`src/rtl/alu_rr_arbiter.sv`:
```
// Round-robin front end sharing one combinational 8-bit ALU between two requesters.
// Optional sticky flag accumulator is enabled with `define ALU_STICKY_FLAGS_EN.
module alu_rr_arbiter #(
   parameter int unsigned ALU_LAT = 1
) (
   input  logic       clk,
   input  logic       rst_n,
   input  logic       req0_valid,
   output logic       req0_ready,
   input  logic [7:0] req0_a,
   input  logic [7:0] req0_b,
   input  logic [2:0] req0_op,
   output logic       resp0_valid,
   input  logic       resp0_ready,
   output logic [7:0] resp0_result,
   output logic [2:0] resp0_flags,
   input  logic       req1_valid,
   output logic       req1_ready,
   input  logic [7:0] req1_a,
   input  logic [7:0] req1_b,
   input  logic [2:0] req1_op,
   output logic       resp1_valid,
   input  logic       resp1_ready,
   output logic [7:0] resp1_result,
   output logic [2:0] resp1_flags,
   output logic [7:0] alu_a,
   output logic [7:0] alu_b,
   output logic [2:0] alu_opcode,
   input  logic [7:0] alu_result,
   input  logic       alu_carry,
   input  logic       alu_zero,
   input  logic       alu_overflow,
`ifdef ALU_STICKY_FLAGS_EN
   input  logic       sticky_clr,
   output logic [2:0] sticky_flags,
`endif
   output logic       busy
);

   typedef enum logic [1:0] {IDLE, EXEC, RESP} state_e;

   state_e     state_q, state_d;
   logic [3:0] lat_cnt_q, lat_cnt_d;
   logic       last_grant_q;
   logic       owner_q;
   logic       gnt0, gnt1, accept, capture, resp_hs;
   logic [2:0] alu_flags;

   assign alu_flags = {alu_overflow, alu_carry, alu_zero};

   // On contention the port that was not granted last wins.
   assign gnt0    = req0_valid && (!req1_valid || last_grant_q);
   assign gnt1    = req1_valid && (!req0_valid || !last_grant_q);
   assign accept  = (state_q == IDLE) && (gnt0 || gnt1);
   assign capture = (state_q == EXEC) && (lat_cnt_q == 4'd0);
   assign resp_hs = (state_q == RESP) && (owner_q ? resp1_ready : resp0_ready);

   // NOTE: sequential state uses non-blocking assignments so every register
   // samples the pre-edge values regardless of process ordering.
   always_ff @(posedge clk or negedge rst_n) begin
      if (!rst_n) begin
         state_q   <= IDLE;
         lat_cnt_q <= 4'd0;
      end else begin
         state_q   <= state_d;
         lat_cnt_q <= lat_cnt_d;
      end
   end

   // NOTE: every output of a combinational block is given a default first so
   // no path leaves it unassigned and no latch is inferred.
   always_comb begin
      state_d   = state_q;
      lat_cnt_d = lat_cnt_q;
      case (state_q)
         IDLE: if (accept) begin
            state_d   = EXEC;
            lat_cnt_d = 4'(ALU_LAT - 1);
         end
         EXEC: if (lat_cnt_q == 4'd0) state_d = RESP;
               else                   lat_cnt_d = lat_cnt_q - 4'd1;
         RESP: if (resp_hs) state_d = IDLE;
         default: state_d = IDLE;
      endcase
   end

   always_comb begin
      busy        = (state_q != IDLE);
      req0_ready  = (state_q == IDLE) && gnt0;
      req1_ready  = (state_q == IDLE) && gnt1;
      resp0_valid = (state_q == RESP) && !owner_q;
      resp1_valid = (state_q == RESP) &&  owner_q;
   end

   // Operand issue and grant bookkeeping; alu_* hold their values outside accepts.
   always_ff @(posedge clk or negedge rst_n) begin
      if (!rst_n) begin
         alu_a        <= 8'd0;
         alu_b        <= 8'd0;
         alu_opcode   <= 3'd0;
         owner_q      <= 1'b0;
         last_grant_q <= 1'b1;
      end else if (accept) begin
         alu_a        <= gnt1 ? req1_a  : req0_a;
         alu_b        <= gnt1 ? req1_b  : req0_b;
         alu_opcode   <= gnt1 ? req1_op : req0_op;
         owner_q      <= gnt1;
         last_grant_q <= gnt1;
      end
   end

   always_ff @(posedge clk or negedge rst_n) begin
      if (!rst_n) begin
         resp0_result <= 8'd0;
         resp0_flags  <= 3'd0;
         resp1_result <= 8'd0;
         resp1_flags  <= 3'd0;
      end else if (capture) begin
         if (owner_q) begin
            resp1_result <= alu_result;
            resp1_flags  <= alu_flags;
         end else begin
            resp0_result <= alu_result;
            resp0_flags  <= alu_flags;
         end
      end
   end

`ifdef ALU_STICKY_FLAGS_EN
   // A clear coinciding with a capture keeps only the new op's flags.
   always_ff @(posedge clk or negedge rst_n) begin
      if (!rst_n)           sticky_flags <= 3'd0;
      else if (capture)     sticky_flags <= sticky_clr ? alu_flags : (sticky_flags | alu_flags);
      else if (sticky_clr)  sticky_flags <= 3'd0;
   end
`endif

endmodule

```
`config.mk`:
```
export PLATFORM = sky130hd
export DESIGN_NAME = alu_rr_arbiter
export DESIGN_NICKNAME = d
export VERILOG_FILES = /design/src/rtl/alu_rr_arbiter.sv
export SDC_FILE = /design/constraint.sdc
export NUM_CORES = 1
export LEC_CHECK = 0
export BUFFER_PORTS_ARGS = -buffer_cell sky130_fd_sc_hd__buf_2
export CAP_MARGIN = 15
export CORE_ASPECT_RATIO = 1.1
export CORE_MARGIN = 5
export CORE_UTILIZATION = 42
export DETAILED_ROUTE_END_ITERATION = 10
export GPL_ROUTABILITY_DRIVEN = 0
export PLACE_DENSITY = 0.79
export SLEW_MARGIN = 0
export SYNTH_ARGS = -nofsm -noshare
export SYNTH_HDL_FRONTEND = slang
export SYNTH_SLANG_ARGS = --single-unit
```
`constraint.sdc`:
```
create_clock -name clk -period 1.7 [get_ports clk]
set_clock_uncertainty 0.1 [all_clocks]
set_input_delay 0.425 -clock clk [delete_from_list [all_inputs] [get_ports clk]]
set_output_delay 0.425 -clock clk [all_outputs]
set_load 0.03 [all_outputs]
```
==> results.md <==
* Status: finished with violations
* Failing checks: negative hold slack, negative setup slack
* RSZ-0062 raised after global routing: yes
* Endpoints failing setup at 19
* PnR worst setup slack at -0.114 ns
* TritonCTS buffer count at 5
* Commonest non-fill, non-tap cell in the layout: buf_2
* Vias per cell at 4.99
* Vias at 2,049
* Worst skew pair latency at 0.30 ns
* Antenna diodes at 0
* Post-DP Area at 2960 µm²
* DRT Wirelength at 6020 µm
* Hold Slack at -0.00858 ns
* Max Clk Rate at 551 MHz
* Post-route ant nets at 0
* Buffers on Ports at 100
* Critical Path RT at 1.17 ns
* Post-Synthesis Cells at 204
* Fraction of layout instances using a drive strength above 1 at 55.4%
* Initial DRT Pass Iterations at 4
* Worst setup path category: reg2out
* Overall Global Routing Usage at 17.1%
* Leak Pwr at 0.00168 µW
* Layout Cells excl Fill at 411
* TritonCTS clock tree: yes
* Initial antenna violation count at 0
* Die height at 87.4 µm
* Synth Register Bits at 49
* # rows at 28
* Top-area cell type share of the netlist area at 52.5%
* Layout area overhead at 46.9%
* Core area at 5330 µm²
* Grt ovf at 0
* WL/cell at 14.6 µm
* Synth Cell Area at 2290 µm²
* CP endpoint kind: output port
* Power Density at 2150 nW/µm²
* Fin. max-slew vios at 0
* Warnings, synthesis at 0
* DRC errors left at 0
* Max_cap viols at 0
* Worst rel slew slack at 74.7%
* Top-Level Pins at 101
* Area contributors post-synth: dfrtp_1 (53%), mux2_4 (13%), nand2_1 (6.6%)
* Max clock buf depth at 2
* Die X at 80.3 µm
* Half-perimeter wire length after placement at 4180 µm
* Class of the worst hold path: in2async
* Fin crit share at 107%
* Htree depth at 2
* Slew @ Worst Pin at 0.379 ns
* Critical path peak fanout at 3
* Clock Pin Slew Worst Setup and Hold Paths at 0.09 ns
* Post-synth ARST share at 100%
* Layout filler cell count at 473
* Total power at 7210 µW
* Min cycle time layout at 1.81 ns
* TritonCTS Sinks at 49
* Main flop type after synthesis: dfrtp_1
* Syn Nets at 261
* Synth area leader: dfrtp_1
* Pre-CTS setup slack at -0.106 ns
* Peak supply drop at 998 µV
* Most frequent cells in the layout: buf_2 (95), dfrtp_1 (48), nand2_1 (40)
* Final #Nets at 392
* Number of synthesized flops with an enable pin at 0
* Initial drt markers at 40
* Root Buffer: clkbuf_8
* Mean area per synthesized cell at 11.2 µm²
* Netlist cell types at 35
* Critical Path AT at 1.29 ns
* Die Area at 7020 µm²
* Fin area at 3360 µm²
* Final Hold Violating Endpoints at 7
* Largest net degree at the start of global routing at 50
* Initial Utilization at 42.9%
* DP Cell Count at 383
* Critical Path Source Type: flip-flop
* Vias in the first global route at 2,060
* First-pass GRT wire length at 9370 µm
* Register area share after synthesis at 53.7%
## layer usage
| metal | up-vias | share of wire (%) | track usage, % |
|---|---|---|---|
| li1 | 977 | - | - |
| met1 | 979 | 43 | 20.9 |
| met2 | 84 | 47 | 28.1 |
| met3 | 9 | 8.2 | 5.18 |
| met4 | 0 | 1.6 | 6.91 |
| met5 | - | 0 | 0 |
## logic make-up (layout without fill, tap and decap cells)
| kind of cell | after synthesis | count (layout) | share of synthesized area, % |
|---|---|---|---|
| AOI/OAI and AO/OA | 51 | 51 | 13.2 |
| adders and majority gates | 2 | 2 | 1.09 |
| buffers and inverters | 17 | 148 | 4.21 |
| muxes | 24 | 24 | 15.1 |
| DFF | 49 | 49 | 53.7 |
| and+or+nand+nor | 61 | 62 | 12.7 |
## report_power, final
group / total [µW] / internal, µW / switching (µW)
clock network: 855 / 478 / 377
logic: 4250 / 1860 / 2390
registers: 2100 / 1760 / 342
## critical path, stage by stage (launching register included)
cell	delay, ns
dfrtp_1	0.40
nor2_2	0.14
inv_2	0.07
nor3_4	0.22
buf_6	0.16
## timing repair
item,in CTS,in global routing
endpoints found under the setup margin,27,27
setup buffers,9,9
hold endpoints to repair,0,0
gates resized for setup,17,14
hold buffers,0,0
cloned,1,1
pin swaps,2,5
## synthesized netlist by cell type, types with 2 or more instances
library cell  instances
a31oi_1              19
o21ai_0               5
inv_1                 6
nor2b_1               3
or2b_1                2
mux2_2                3
nand2_1              40
dfrtp_1              48
clkbuf_1              4
buf_2                 4
mux2_4               20
ha_1                  2
a21oi_1              21
nor2_1                6
## final cells by class
class	instances	area, µm²	area share (%)
clock buffer	6	82.6	2.46
clock inverter	2	37.5	1.12
inverter	6	22.5	0.671
multi-input combinational	139	1060	31.5
sequential	49	1230	36.6
tap	75	93.8	2.79
timing repair buffer	134	837	24.9
## through the flow
stage	setup TNS [ns]	utilization (%)
final	-1.26	63.1
after CTS	-0.985	60.2
after global routing	-3.16	63.1
after global placement	-0.00559	55.5
after detailed placement	-1.63	55.5
after floorplan	-0.729	-
## sequential cells by signal, indices dropped and copies added (netlist names)
signal	flops
lat_cnt_q	4
alu_b	8
alu_opcode	3
state_q	2
resp1_flags	3
resp0_result	8
owner_q	1
last_grant_q	1
alu_a	8
resp0_flags	3
resp1_result	8
## worst paths after layout
kind	start	cells after the start	endpoint	slack [ns]
worst max-delay path	state_q[0]	4	req0_ready	-0.11
worst min-delay path	rst_n	2	resp0_flags[2]	-0.009
worst max register to register	lat_cnt_q[1]	7	resp0_flags[1]	-0.09
worst min register to register	resp1_result[2]	1	resp1_result[2]	0.41
max in group asynchronous	rst_n	2	last_grant_q	1.21
min in group clk	req0_a[4]	3	alu_a[4]	0.27
No activity file was read; power rests on OpenSTA's default activity.
